File: config.mk
export PLATFORM = sky130hd
export DESIGN_NAME = range_reducer_flat
export DESIGN_NICKNAME = d
export VERILOG_FILES = /design/src/rtl/range_reducer_pkg.sv /design/src/rtl/range_reducer_if.sv /design/src/rtl/range_reducer_hrange.sv /design/src/rtl/range_reducer.sv /design/src/flat_wrapper.sv
export SDC_FILE = /design/constraint.sdc
export NUM_CORES = 1
export LEC_CHECK = 0
export ABC_AREA = 0
export CORE_MARGIN = 1.5
export CORE_UTILIZATION = 55
export CTS_CLUSTER_SIZE = 40
export DETAILED_ROUTE_END_ITERATION = 16
export DONT_BUFFER_PORTS = 1
export PLACE_DENSITY_LB_ADDON = 0.08
export SYNTH_ARGS = -nofsm -noshare
export SYNTH_HDL_FRONTEND = slang
export SYNTH_HIERARCHICAL = 1
export SYNTH_SLANG_ARGS = --single-unit
File: constraint.sdc
create_clock -name _clock -period 3.3 [get_ports _clock]
set_input_delay 0.99 -clock _clock [delete_from_list [all_inputs] [get_ports _clock]]
set_output_delay 0.99 -clock _clock [all_outputs]
set_load 0.01 [all_outputs]
File: src/rtl/range_reducer_pkg.sv
// Shared types for the range reducer and its hrange generator child.
package range_reducer_pkg;

    localparam int unsigned DATA_W = 32;

    typedef logic signed [DATA_W-1:0] data_t;
    typedef logic signed [DATA_W:0]   ext_t;

    typedef enum logic [1:0] {
        ST_IDLE,
        ST_CALL,
        ST_WAIT,
        ST_DONE
    } state_e;

    // A range yields nothing when it cannot advance or is already exhausted.
    function automatic logic is_degenerate(data_t base, data_t limit, data_t step);
        return (step <= 0) || (base >= limit);
    endfunction

    function automatic ext_t sext(data_t v);
        return $signed({v[DATA_W-1], v});
    endfunction

endpackage

File: src/rtl/range_reducer_if.sv
// Request/result bundle of the range reducer.
interface range_reducer_if;
    import range_reducer_pkg::*;

    logic  _start;
    data_t base;
    data_t limit;
    data_t step;
    data_t _0;
    data_t _1;
    logic  _ready;
    logic  _valid;

    modport master (output _start, base, limit, step, input _0, _1, _ready, _valid);
    modport slave  (input _start, base, limit, step, output _0, _1, _ready, _valid);

endinterface

File: src/rtl/range_reducer_hrange.sv
// hrange generator: after _start yields base, base+step, ... below limit, one per cycle,
// then raises _ready with _valid low to mark the end of the run.
module range_reducer_hrange
    import range_reducer_pkg::*;
(
    input  logic  clk,
    input  logic  rst,
    input  logic  _start,
    input  data_t base,
    input  data_t limit,
    input  data_t step,
    output data_t _0,
    output logic  _valid,
    output logic  _ready
);

    ext_t  cur_q, cur_d;
    ext_t  lim_q, lim_d;
    ext_t  step_q, step_d;
    logic  run_q, run_d;
    data_t out_q, out_d;
    logic  valid_q, valid_d;
    logic  ready_q, ready_d;

    // Position is kept one bit wider so cur+step past the top of the range cannot wrap.
    always_comb begin
        cur_d   = cur_q;
        lim_d   = lim_q;
        step_d  = step_q;
        run_d   = run_q;
        out_d   = out_q;
        valid_d = 1'b0;
        ready_d = ready_q;
        if (!run_q) begin
            ready_d = 1'b1;
            if (_start && !is_degenerate(base, limit, step)) begin
                out_d   = base;
                valid_d = 1'b1;
                cur_d   = sext(base) + sext(step);
                lim_d   = sext(limit);
                step_d  = sext(step);
                run_d   = 1'b1;
                ready_d = 1'b0;
            end
        end else if (cur_q < lim_q) begin
            out_d   = cur_q[DATA_W-1:0];
            valid_d = 1'b1;
            cur_d   = cur_q + step_q;
        end else begin
            run_d   = 1'b0;
            ready_d = 1'b1;
        end
    end

    always_ff @(posedge clk) begin
        if (rst) begin
            cur_q   <= '0;
            lim_q   <= '0;
            step_q  <= '0;
            run_q   <= 1'b0;
            out_q   <= '0;
            valid_q <= 1'b0;
            ready_q <= 1'b1;
        end else begin
            cur_q   <= cur_d;
            lim_q   <= lim_d;
            step_q  <= step_d;
            run_q   <= run_d;
            out_q   <= out_d;
            valid_q <= valid_d;
            ready_q <= ready_d;
        end
    end

    assign _0     = out_q;
    assign _valid = valid_q;
    assign _ready = ready_q;

endmodule

File: src/rtl/range_reducer.sv
// Range reducer: starts one hrange run and reports the wrapping sum and count of its values.
module range_reducer
    import range_reducer_pkg::*;
(
    input logic            _clock,
    input logic            _reset,
    range_reducer_if.slave io
);

    state_e state_q, state_d;
    data_t  base_q, base_d;
    data_t  limit_q, limit_d;
    data_t  step_q, step_d;
    data_t  sum_q, sum_d;
    data_t  cnt_q, cnt_d;
    logic   valid_q, valid_d;
    logic   ready_q, ready_d;
    logic   child_start_q, child_start_d;

    data_t  child_0;
    logic   child_valid;
    logic   child_ready;

    range_reducer_hrange u_child (
        .clk    (_clock),
        .rst    (_reset),
        ._start (child_start_q),
        .base   (base_q),
        .limit  (limit_q),
        .step   (step_q),
        ._0     (child_0),
        ._valid (child_valid),
        ._ready (child_ready)
    );

    always_comb begin
        state_d = state_q;
        base_d  = base_q;
        limit_d = limit_q;
        step_d  = step_q;
        sum_d   = sum_q;
        cnt_d   = cnt_q;
        unique case (state_q)
            ST_IDLE: begin
                if (io._start) begin
                    base_d  = io.base;
                    limit_d = io.limit;
                    step_d  = io.step;
                    sum_d   = '0;
                    cnt_d   = '0;
                    state_d = is_degenerate(io.base, io.limit, io.step) ? ST_DONE : ST_CALL;
                end
            end
            ST_CALL: state_d = ST_WAIT;
            ST_WAIT: begin
                // A value arriving alongside child _ready is still accumulated.
                if (child_valid) begin
                    sum_d = sum_q + child_0;
                    cnt_d = cnt_q + DATA_W'(1);
                end
                if (child_ready) state_d = ST_DONE;
            end
            ST_DONE: state_d = ST_IDLE;
            default: state_d = ST_IDLE;
        endcase
        ready_d       = (state_d == ST_IDLE);
        valid_d       = (state_d == ST_DONE);
        child_start_d = (state_d == ST_CALL);
    end

    always_ff @(posedge _clock) begin
        if (_reset) begin
            state_q       <= ST_IDLE;
            base_q        <= '0;
            limit_q       <= '0;
            step_q        <= '0;
            sum_q         <= '0;
            cnt_q         <= '0;
            valid_q       <= 1'b0;
            ready_q       <= 1'b1;
            child_start_q <= 1'b0;
        end else begin
            state_q       <= state_d;
            base_q        <= base_d;
            limit_q       <= limit_d;
            step_q        <= step_d;
            sum_q         <= sum_d;
            cnt_q         <= cnt_d;
            valid_q       <= valid_d;
            ready_q       <= ready_d;
            child_start_q <= child_start_d;
        end
    end

    assign io._0     = sum_q;
    assign io._1     = cnt_q;
    assign io._valid = valid_q;
    assign io._ready = ready_q;

endmodule

File: src/flat_wrapper.sv
// flat-port wrapper written by rule: the top's interface ports become plain ports
module range_reducer_flat import range_reducer_pkg::*;
  (_clock, _reset, io__start, io_base, io_limit, io_step, io__0, io__1, io__ready, io__valid);
  range_reducer_if io_i ();
  input logic _clock;
  input logic _reset;
  input wire logic [$bits(io_i._start)-1:0] io__start;
  input wire logic [$bits(io_i.base)-1:0] io_base;
  input wire logic [$bits(io_i.limit)-1:0] io_limit;
  input wire logic [$bits(io_i.step)-1:0] io_step;
  output wire logic [$bits(io_i._0)-1:0] io__0;
  output wire logic [$bits(io_i._1)-1:0] io__1;
  output wire logic [$bits(io_i._ready)-1:0] io__ready;
  output wire logic [$bits(io_i._valid)-1:0] io__valid;
  assign io_i._start = io__start;
  assign io_i.base = io_base;
  assign io_i.limit = io_limit;
  assign io_i.step = io_step;
  assign io__0 = io_i._0;
  assign io__1 = io_i._1;
  assign io__ready = io_i._ready;
  assign io__valid = io_i._valid;
  range_reducer u_core (._clock(_clock), ._reset(_reset), .io(io_i));
endmodule
Word level (Yosys, flattened, before mapping)
Index checks and enable logic that the tools add are counted.
{"block": "op_classes", "bitwise": 1, "order_cmp": 5, "n_eq_ne": 9, "n_reduce_logical": 12, "div_mod_pow": 0, "mux": 21, "mul": 0, "addsub": 4, "shift": 0}
{"operator": "two-way mux 32 bit", "count": 6}
{"operator": "one-hot mux 32 bit (2 select lines)", "count": 2}
{"operator": "two-way mux 33 bit", "count": 3}
{"operator": ">= comparator 32 bit", "count": 2}
{"operator": "less-or-equal comparator 32 x 1 -> 1 bit, second input constant", "count": 2}
{"operator": "adder 32 x 32 -> 33 bit", "count": 1}
{"operator": "adder 33 x 32 -> 33 bit", "count": 1}
{"operator": "< comparator 33 x 32 -> 1 bit", "count": 1}
{"operator": "adder 32 x 2 -> 32 bit, second input constant", "count": 1}
{"operator": "adder 32 bit", "count": 1}
{"operator": "one-hot mux 2 bit (4 select lines)", "count": 1}
{"operator": "equality test 2 bit, second input constant", "count": 3}
{"operator": "two-way mux 1 bit", "count": 6}
{"operator": "two-way mux 2 bit", "count": 3}
{"operator": "inequality test 2 bit, second input constant", "count": 3}
{"operator": "AND reduction 2 bit", "count": 3}
{"operator": "equality test 2 x 1 -> 1 bit, second input constant", "count": 2}
{"operator": "zero test 2 bit", "count": 2}
{"operator": "nonzero test 2 bit", "count": 2}
{"operator": "AND reduction 3 bit", "count": 1}
{"operator": "logical OR 1 bit", "count": 2}
{"operator": "inequality test 2 x 1 -> 1 bit, second input constant", "count": 1}
{"operator": "logical AND 1 bit", "count": 1}
{"operator": "zero test 1 bit", "count": 1}
{"operator": "NOT 1 bit", "count": 1}
{"block": "totals", "romBits": 0, "latchBits": 0, "out_inout_bits": 66, "regBits": 296, "inputBits": 99, "mem_bits_rw": 0, "mem_count": 0}

Logic depth before layout (Yosys ltp)
Gate-level depths: netlist (run 1).
{"block": "logic_depth", "word_depth": 6, "mapped_depth": 13}

Cells and area by module
Netlist (run 1), hierarchy kept.
{"mod": "range_reducer_hrange", "area_per_inst_um2": 10511.3, "instances": 1, "cells_per_inst": 1353, "seq_area_each_um2": 2622.5}
{"mod": "range_reducer", "area_per_inst_um2": 8455.6, "instances": 1, "cells_per_inst": 1067, "seq_area_each_um2": 3303.2}

Worst setup path before layout (run 1)
No wires, ideal clock.
{"block": "synth_timing", "path_type": "input port to flip-flop", "from": "input port io_limit[1]", "to": "register u_core.valid_q (netlist: u_core/io._valid)", "required_time_ns": 3.234, "path_stages": 11, "path_slack_ns": 0.401, "arrival_time_ns": 2.834, "cell_sequence": "inv_1 -> ha_1 -> nor2b_1 -> o21a_1 -> o21ai_0 -> a21oi_1 -> o31a_1 -> o21a_1 -> o211a_1 -> nor4_1 -> nor2b_1"}
{"block": "synth_via", "elab_chain_len": 6}
{"element": "start: declaration", "line": "flat_wrapper.sv:9", "text": "input wire logic [$bits(io_i.limit)-1:0] io_limit;"}
{"element": ">= comparator 32 bit", "line": "range_reducer_pkg.sv:18", "text": "return (step <= 0) || (base >= limit);"}
{"element": "logical OR 1 bit", "line": "range_reducer_pkg.sv:18"}
{"element": "two-way mux 2 bit", "line": "range_reducer.sv:51", "text": "state_d = is_degenerate(io.base, io.limit, io.step) ? ST_DONE : ST_CALL;"}
{"element": "two-way mux 2 bit", "line": "range_reducer.sv:45", "text": "if (io._start) begin"}
{"element": "one-hot mux 2 bit (4 select lines)", "line": "range_reducer.sv:43", "text": "unique case (state_q)"}
{"element": "equality test 2 bit", "line": "range_reducer.sv:67", "text": "valid_d = (state_d == ST_DONE);"}
{"element": "end signal: assignment", "line": "range_reducer.sv:89", "text": "valid_q <= valid_d;"}
{"element": "end: declaration", "line": "range_reducer.sv:16", "text": "logic valid_q, valid_d;"}
No other way between the ends.
A chain may end at the register's enable or synchronous reset.

Final worst setup path (run 1)
{"block": "layout_timing", "from": "register u_core.sum_q[0] (netlist: u_core/io._0[0])", "to": "register u_core.sum_q[28] (netlist: u_core/io._0[28])"}
{"block": "layout_via", "elab_chain_len": 3}
{"element": "start: declaration", "line": "range_reducer.sv:14", "text": "data_t sum_q, sum_d;"}
{"element": "start signal: assignment", "line": "range_reducer.sv:87", "text": "sum_q <= sum_d;"}
{"element": "adder 32 bit", "line": "range_reducer.sv:58", "text": "sum_d = sum_q + child_0;"}
{"element": "two-way mux 32 bit", "line": "range_reducer.sv:57", "text": "if (child_valid) begin"}
{"element": "one-hot mux 32 bit (2 select lines)", "line": "range_reducer.sv:43"}
No other way between the ends. The select of a mux whose other input is x is not followed.

==> results.toml, run 1 <==
[outcome]
status = "completed"

[timing]
finalHoldViolations = 0
worstMarginPinSlew_ns = 0.808
timing.final.max_slew_violations = 0
max_slew_margin_pct = 45.9
finalSetupTns_ns = 0
worst_clock_skew_ns = 0.0174
rsz0062_at_grt = "no"
finalCritPeriodShare_pct = 96.4
whs_ns = 0.454
timing.final.setup_violations = 0
max_freq_mhz = 314
post-route-min-period_ns = 3.18

[critical_path]
worst-path-max-fanout = 3
setup.worst_path.end_class = "register"
cp-start-kind = "register"
path_class = "reg2reg"
worst-endpoint-required_ns = 3.74
worst_path_arrival_ns = 3.62

[layout]
layout_common_cells = "sky130_fd_sc_hd__nand2_1, sky130_fd_sc_hd__a21oi_1, sky130_fd_sc_hd__dfxtp_1, sky130_fd_sc_hd__ha_1, sky130_fd_sc_hd__inv_1"
num-fill-cells = 3138
finish.net_count = 2688
mostFrequentLayoutCell = "sky130_fd_sc_hd__nand2_1"
num_antenna_cells = 0
finalNonFillerCells = 2864
drive_gt1_share_pct = 6.58
areaGrowthSynthToFinish_pct = 9.29

[placement]
place.gp.congestion = 0.957
post-place-cells = 2802
placement.io_buffers = 0
detailedPlacementHpwl_um = 42700

[clocking]
hold_buffer_count_at_cts = 0
clkSlewWorstSetupHoldPaths_ns = 0.06
cts_buffer_count = 36
clk_path_buf_depth = 3
tritoncts = "done"
cts_max_level = 2
clock_root_cell = "sky130_fd_sc_hd__clkbuf_16"
clkLatencyLatePin_ns = 0.55
cts.sinks = 296

[global_routing]
grt_pass1_vias = 16500
first_pass_grt_wire_length_um = 89500
global_route.usage.total_pct = 31.5
grt_overflow = 0
grt_start_max_net_pins = 249
antenna_found_initial = 0

[synth]
synth-seq-area-share_pct = 31.2
syn-instance-count = 2420
post_synth_main_area_contributors = "sky130_fd_sc_hd__dfxtp_1, sky130_fd_sc_hd__ha_1, sky130_fd_sc_hd__nand2_1"
yosys.area.top_type_share_pct = 31.2
synth-edff-count = 0
ys_ff_latch = 296
synth_area_sq_um = 19000
synth_nets = 2716
yosysWarnings = 6
ys_flop_type = "sky130_fd_sc_hd__dfxtp_1"
asyncSetResetFlopFracSynth_pct = 0
syn_area_per_cell_sq_um = 7.84
synth.largest_area_cell = "sky130_fd_sc_hd__dfxtp_1"
yosys.cell_types.count = 91

[detailed_routing]
drt_first_iter_violations = 1468
detail-route-antenna-nets = 0
drt-pass1-iter-count = 5
wl_um = 56800
route.detailed.vias_per_inst = 6.11
route.detailed.wl_per_inst_um = 19.8
routed-via-count = 17500
drt_drc_violations_left = 0

[floorplanning]
start_util_pct = 56.3
io_pins = 165
fp.dieArea_sq_um = 35600
rows = 67
floorplan.core_area_sq_um = 33700
floorplan.die.width_um = 189
die_height_um = 189

[pwr]
power_leakage_nw = 8.50
power_mw = 16.3
pwr_density_cell_nw_per_um2 = 786
ir_drop_v = 0.000484

[min_path]
holdCritPathClass = "reg2reg"

[flow_run]
max_cap_violations = 0
==> final timing paths <==
path,end,slack [ns],depth (start not counted),startpoint
setup / recovery,u_core/io._0[28]$_SDFFE_PP0P_,0.12,11,u_core/io._0[0]$_SDFFE_PP0P_
hold / removal,u_core/u_child/lim_q[8]$_SDFFE_PP0P_,0.45,2,u_core/u_child/lim_q[8]$_SDFFE_PP0P_
setup reg to reg,u_core/io._0[28]$_SDFFE_PP0P_,0.12,11,u_core/io._0[0]$_SDFFE_PP0P_
hold reg to reg,u_core/u_child/lim_q[8]$_SDFFE_PP0P_,0.45,2,u_core/u_child/lim_q[8]$_SDFFE_PP0P_
==> routing by layer <==
metal | global-route usage (%) | vias up | part of all wire (%)
li1 | - | 8567 | -
met1 | 44.8 | 8236 | 47
met2 | 48.6 | 618 | 43
met3 | 5.77 | 87 | 7.7
met4 | 8.58 | 0 | 2.3
met5 | 0 | - | 0
==> final cells by class <==
cell class	count	area, sq um	area share, %
Clock inverter	12	120	0.579
Inverter	133	499	2.41
Clock buffer	50	1020	4.94
Sequential cell	296	5930	28.6
Timing Repair Buffer	63	573	2.76
Tap cell	448	561	2.70
Multi-Input combinational cell	1862	12000	58.0
==> sequential cells by signal (all words and copies together), names as in the netlist <==
| register | count |
|---|---|
| u_core/base_q | 32 |
| u_core/u_child/step_q | 32 |
| u_core/u_child/lim_q | 32 |
| u_core/u_child/_valid | 1 |
| u_core/io._valid | 1 |
| u_core/io._1 | 32 |
| u_core/io._0 | 32 |
| u_core/state_q | 2 |
| u_core/limit_q | 32 |
| u_core/u_child/_0 | 32 |
| u_core/io._ready | 1 |
| u_core/step_q | 32 |
| u_core/u_child/cur_q | 33 |
| u_core/child_start_q | 1 |
| u_core/u_child/_ready | 1 |
==> report_power, final <==
part,internal (mW),switching [mW],total (mW)
Sequential,4.28,0.784,5.06
Clock,2.32,1.57,3.89
Combinational,2.83,4.51,7.34
Total,9.43,6.86,16.3
==> timing repair <==
| item | CTS | global route |
|---|---|---|
| endpoints found under the setup margin | 0 | 1 |
| resized for setup | 0 | 1 |
| buffers inserted | 0 | 0 |
==> per-stage QoR <==
step           worst slack (ns)  area (sq um)  utilization [%]
2_1_floorplan             0.401         19000                -
3_3_place_gp              0.173         19600             58.1
3_5_place_dp              0.157         19600             58.1
4_1_cts                   0.190         20700             61.5
5_1_grt                  0.0191         20700             61.5
6_report                  0.118         20700             61.5
==> critical path: stages, from the launching register on <==
cell                       delay [ns]
sky130_fd_sc_hd__dfxtp_1         0.35
sky130_fd_sc_hd__ha_1            0.26
sky130_fd_sc_hd__fa_1            0.44
sky130_fd_sc_hd__a211oi_1        0.41
sky130_fd_sc_hd__o21a_1          0.21
sky130_fd_sc_hd__or3_4           0.15
sky130_fd_sc_hd__a31oi_2         0.13
sky130_fd_sc_hd__o21bai_1        0.20
sky130_fd_sc_hd__a31oi_1         0.17
sky130_fd_sc_hd__o311ai_1        0.37
sky130_fd_sc_hd__nand3_1         0.13
sky130_fd_sc_hd__a32o_1          0.25
==> synthesized netlist by cell type (8+ instances only) <==
library cell	count
sky130_fd_sc_hd__nand2_1	435
sky130_fd_sc_hd__a21oi_1	298
sky130_fd_sc_hd__dfxtp_1	296
sky130_fd_sc_hd__ha_1	194
sky130_fd_sc_hd__inv_1	133
sky130_fd_sc_hd__nor2_1	115
sky130_fd_sc_hd__clkbuf_1	90
sky130_fd_sc_hd__nor3_1	80
sky130_fd_sc_hd__o21ai_0	66
sky130_fd_sc_hd__a21o_1	65
sky130_fd_sc_hd__a211oi_1	55
sky130_fd_sc_hd__xnor2_1	53
sky130_fd_sc_hd__xor2_1	48
sky130_fd_sc_hd__mux2i_1	46
sky130_fd_sc_hd__nand4_1	44
sky130_fd_sc_hd__nand3_1	42
sky130_fd_sc_hd__buf_2	28
sky130_fd_sc_hd__nor4_1	25
sky130_fd_sc_hd__o21ai_1	19
sky130_fd_sc_hd__and3_1	16
sky130_fd_sc_hd__a31oi_1	15
sky130_fd_sc_hd__o21a_1	15
sky130_fd_sc_hd__o21bai_1	15
sky130_fd_sc_hd__a311oi_1	14
sky130_fd_sc_hd__nor2b_1	14
sky130_fd_sc_hd__and2_1	13
sky130_fd_sc_hd__o211ai_1	13
sky130_fd_sc_hd__o31ai_1	12
sky130_fd_sc_hd__nand2b_1	11
sky130_fd_sc_hd__a22oi_1	10
sky130_fd_sc_hd__and4_1	10
sky130_fd_sc_hd__a221oi_1	8
==> cell families after synthesis <==
group           after synthesis  synth area share [%]
simple gates                837                  20.2
compound gates              679                  22.7
flops                       296                  31.2
buf+inv                     262                  5.55
fa+ha+maj                   197                  13.1
xor+xnor                    101                  4.66
mux                          48                  2.57
No activity file was read; power rests on OpenSTA's default activity.
==> run 2: changes to the inputs <==
REMOVE_ABC_BUFFERS = 1   (was not set)
SLEW_MARGIN = 15   (was not set)
SYNTH_HIERARCHICAL = not set   (was 1)
==> run 2 against run 1 <==
- final area up 0.47%
- sequential share of layout area down 0.11 points
- first-iteration DRC count down 28%
- worst setup slack better by 0.0084 ns
- clock power down 2%
- combinational power down 83%
- clock-buffer cell count down 4
- register-to-register slack about the same
- synthesized cell count down 5.5%
- synthesized area down 2.7%
- die area down 2.7%
==> results.toml, run 2 <==
[synth]
synth-edff-count = 0
post_synth_main_area_contributors = "sky130_fd_sc_hd__dfxtp_1, sky130_fd_sc_hd__ha_1, sky130_fd_sc_hd__a21oi_1"
yosys.area.top_type_share_pct = 32.1
ys_flop_type = "sky130_fd_sc_hd__dfxtp_1"
syn-instance-count = 2288
synth-seq-area-share_pct = 32.1
synth.largest_area_cell = "sky130_fd_sc_hd__dfxtp_1"
asyncSetResetFlopFracSynth_pct = 0
yosysWarnings = 0
synth_area_sq_um = 18400
ys_ff_latch = 296
synth.cells.most_frequent = "sky130_fd_sc_hd__dfxtp_1, sky130_fd_sc_hd__nand2_1, sky130_fd_sc_hd__nor2_1"
syn_area_per_cell_sq_um = 8.06
yosys.cell_types.count = 81

[floorplanning]
io_pins = 165
rows = 66
die_height_um = 186
fp.dieArea_sq_um = 34600
floorplan.die.width_um = 186
floorplan.core_area_sq_um = 32800
start_util_pct = 56.3

[layout]
num-fill-cells = 2904
layout_common_cells = "sky130_fd_sc_hd__nand2_1, sky130_fd_sc_hd__dfxtp_1, sky130_fd_sc_hd__nor2_1, sky130_fd_sc_hd__a21oi_1, sky130_fd_sc_hd__ha_1"
flip_flop_count_of_the_largest_register_all_copies_and_words_added = 33
drive_gt1_share_pct = 10.8
num_antenna_cells = 0
mostFrequentLayoutCell = "sky130_fd_sc_hd__nand2_1"
fin_area_sq_um = 20800
finish.net_count = 2633
areaGrowthSynthToFinish_pct = 12.9
max_flop_register = "u_core.u_child.cur_q"

[pwr]
power_switching_share_pct = 27.0
pwr_density_cell_nw_per_um2 = 426
power_leakage_nw = 9.01
netSwitchingPower_mw = 2.40
intPower_mw = 6.47
clock_power_share_pct = 42.9
seqPwrFrac_pct = 42.9
p_comb_share_pct = 14.2
ir_drop_v = 0.000352

[detailed_routing]
routed-via-count = 16400
drt_drc_violations_left = 0
drt_first_iter_violations = 1060
route.detailed.vias_per_inst = 5.83
route.detailed.wl_per_inst_um = 17.7
wl_um = 49600
detail-route-antenna-nets = 0
drt-pass1-iter-count = 5

[global_routing]
first_pass_grt_wire_length_um = 78300
antenna_found_initial = 0
global_route.usage.total_pct = 28.4
grt_overflow = 0
grt_start_max_net_pins = 257
grt_pass1_vias = 15600

[clocking]
clk_path_buf_depth = 3
cts.sinks = 296
clkLatencyLatePin_ns = 0.52
cts_buffer_count = 35
cts_max_level = 2
hold_buffer_count_at_cts = 0
tritoncts = "done"
clkSlewWorstSetupHoldPaths_ns = 0.06
clock_root_cell = "sky130_fd_sc_hd__clkbuf_16"

[timing]
finalSetupTns_ns = 0
max_freq_mhz = 315
finalHoldViolations = 0
worstMarginPinSlew_ns = 1.15
max_slew_margin_pct = 23.4
worst_clock_skew_ns = 0.0224
timing.final.setup_violations = 0
finalCritPeriodShare_pct = 96.2
post-route-min-period_ns = 3.17
timing.final.max_slew_violations = 0

[flow_run]
max_cap_violations = 0

[placement]
detailed_place.area_sq_um = 19500
detailedPlacementHpwl_um = 37600
placement.io_buffers = 0
place.gp.congestion = 0.958

[critical_path]
cp_top_family = "compound AO/OA/AOI/OAI gates"
reg2reg_setup_slack_ns = 0.13
timing.critical_path.slowest_stage_cell = "sky130_fd_sc_hd__o41a_1"
worst_path_arrival_ns = 3.60
critPathBufInv = 0
cp_cell_sequence = "ha_1 -> a211oi_2 -> o211ai_1 -> nand3_1 -> o221ai_1 -> o41a_1 -> a211o_1 -> mux2i_1 -> a21oi_1 -> a21oi_1 -> a211oi_2"
timing.critical_path.slowest_cell_delay_ns = 0.42
worst-path-max-fanout = 4
cp-start-kind = "register"
path_class = "reg2reg"
setup.worst_path.end_class = "register"
worst-endpoint-required_ns = 3.72

[outcome]
status = "completed"

[min_path]
holdCritPathClass = "reg2reg"
-- run 2: path summary, 6_finish.rpt --
kind | startpoint | to | cells after the start
worst max-delay path | u_core.base_q[6]$_SDFFE_PP0P_ | u_core.u_child.cur_q[31]$_SDFFE_PP0P_ | 11
worst min-delay path | u_core.limit_q[26]$_SDFFE_PP0P_ | u_core.limit_q[26]$_SDFFE_PP0P_ | 2
worst max register to register | u_core.base_q[6]$_SDFFE_PP0P_ | u_core.u_child.cur_q[31]$_SDFFE_PP0P_ | 11
worst min register to register | u_core.limit_q[26]$_SDFFE_PP0P_ | u_core.limit_q[26]$_SDFFE_PP0P_ | 2
-- run 2: metal layers --
layer / part of all wire, % / global-route usage [%] / vias to the layer above
met5: 0 / 0 / -
met4: 2.3 / 7.68 / 0
met3: 8.3 / 6.11 / 62
met2: 43 / 45.3 / 483
met1: 46 / 38.8 / 7598
li1: - / - / 8211
-- run 2: stage by stage --
step | total power, mW | setup WS (ns) | instances | hold WS [ns] | utilization [%]
final | 8.87 | 0.127 | 2806 | 0.450 | 63.5
after global routing | 9.24 | -0.00487 | 2806 | 0.471 | 63.5
after CTS | 8.91 | 0.0403 | 2800 | 0.454 | 62.9
after detailed placement | 5.10 | -0.143 | 2738 | 0.446 | 59.5
after global placement | 5.06 | -0.103 | 2738 | 0.440 | 59.5
after floorplan | 4.69 | -4.97 | 2185 | 0.430 | -
-- run 2: cell families after synthesis --
group	after synthesis	synth area share (%)
and+or+nand+nor	771	18.5
AOI/OAI and AO/OA	626	22.2
DFF	296	32.1
buffers and inverters	224	4.89
adders and majority gates	195	13.3
xor gates and xnor gates	101	4.80
muxes	75	4.11
-- run 2: layout make-up --
type                       count  area, sq um  area share [%]
clock inverter                16          173           0.829
inverter                     121          454            2.18
sequential                   296         5930            28.5
multi-input combinational   1768        11800            56.5
timing repair buffer         117         1010            4.84
clock buffer                  46          947            4.55
tap                          442          553            2.66
-- run 2: what timing repair did --
| item | in CTS | in global routing |
|---|---|---|
| hold endpoints to repair | 0 | 0 |
| gates resized for setup | 3 | 29 |
| gates cloned | 0 | 1 |
| pin swaps | 0 | 17 |
| setup buffers | 0 | 5 |
| setup endpoints to repair | 17 | 65 |
-- run 2: worst reg2reg max path, cell delays in order (launching register included) --
cell and delay (ns):
sky130_fd_sc_hd__dfxtp_2 0.36, sky130_fd_sc_hd__ha_1 0.35, sky130_fd_sc_hd__a211oi_2 0.31, sky130_fd_sc_hd__o211ai_1 0.18
sky130_fd_sc_hd__nand3_1 0.19, sky130_fd_sc_hd__o221ai_1 0.20, sky130_fd_sc_hd__o41a_1 0.42, sky130_fd_sc_hd__a211o_1 0.35
sky130_fd_sc_hd__mux2i_1 0.16, sky130_fd_sc_hd__a21oi_1 0.25, sky130_fd_sc_hd__a21oi_1 0.10, sky130_fd_sc_hd__a211oi_2 0.23
-- run 2: power by group through the flow --
stage	sequential (mW)	combinational [mW]	clock, mW
3_3_place_gp	3.88	1.18	0
5_1_grt	3.82	1.40	4.02
3_5_place_dp	3.88	1.21	0
6_report	3.81	1.26	3.81
4_1_cts	3.81	1.22	3.89
2_1_floorplan	3.85	0.843	0
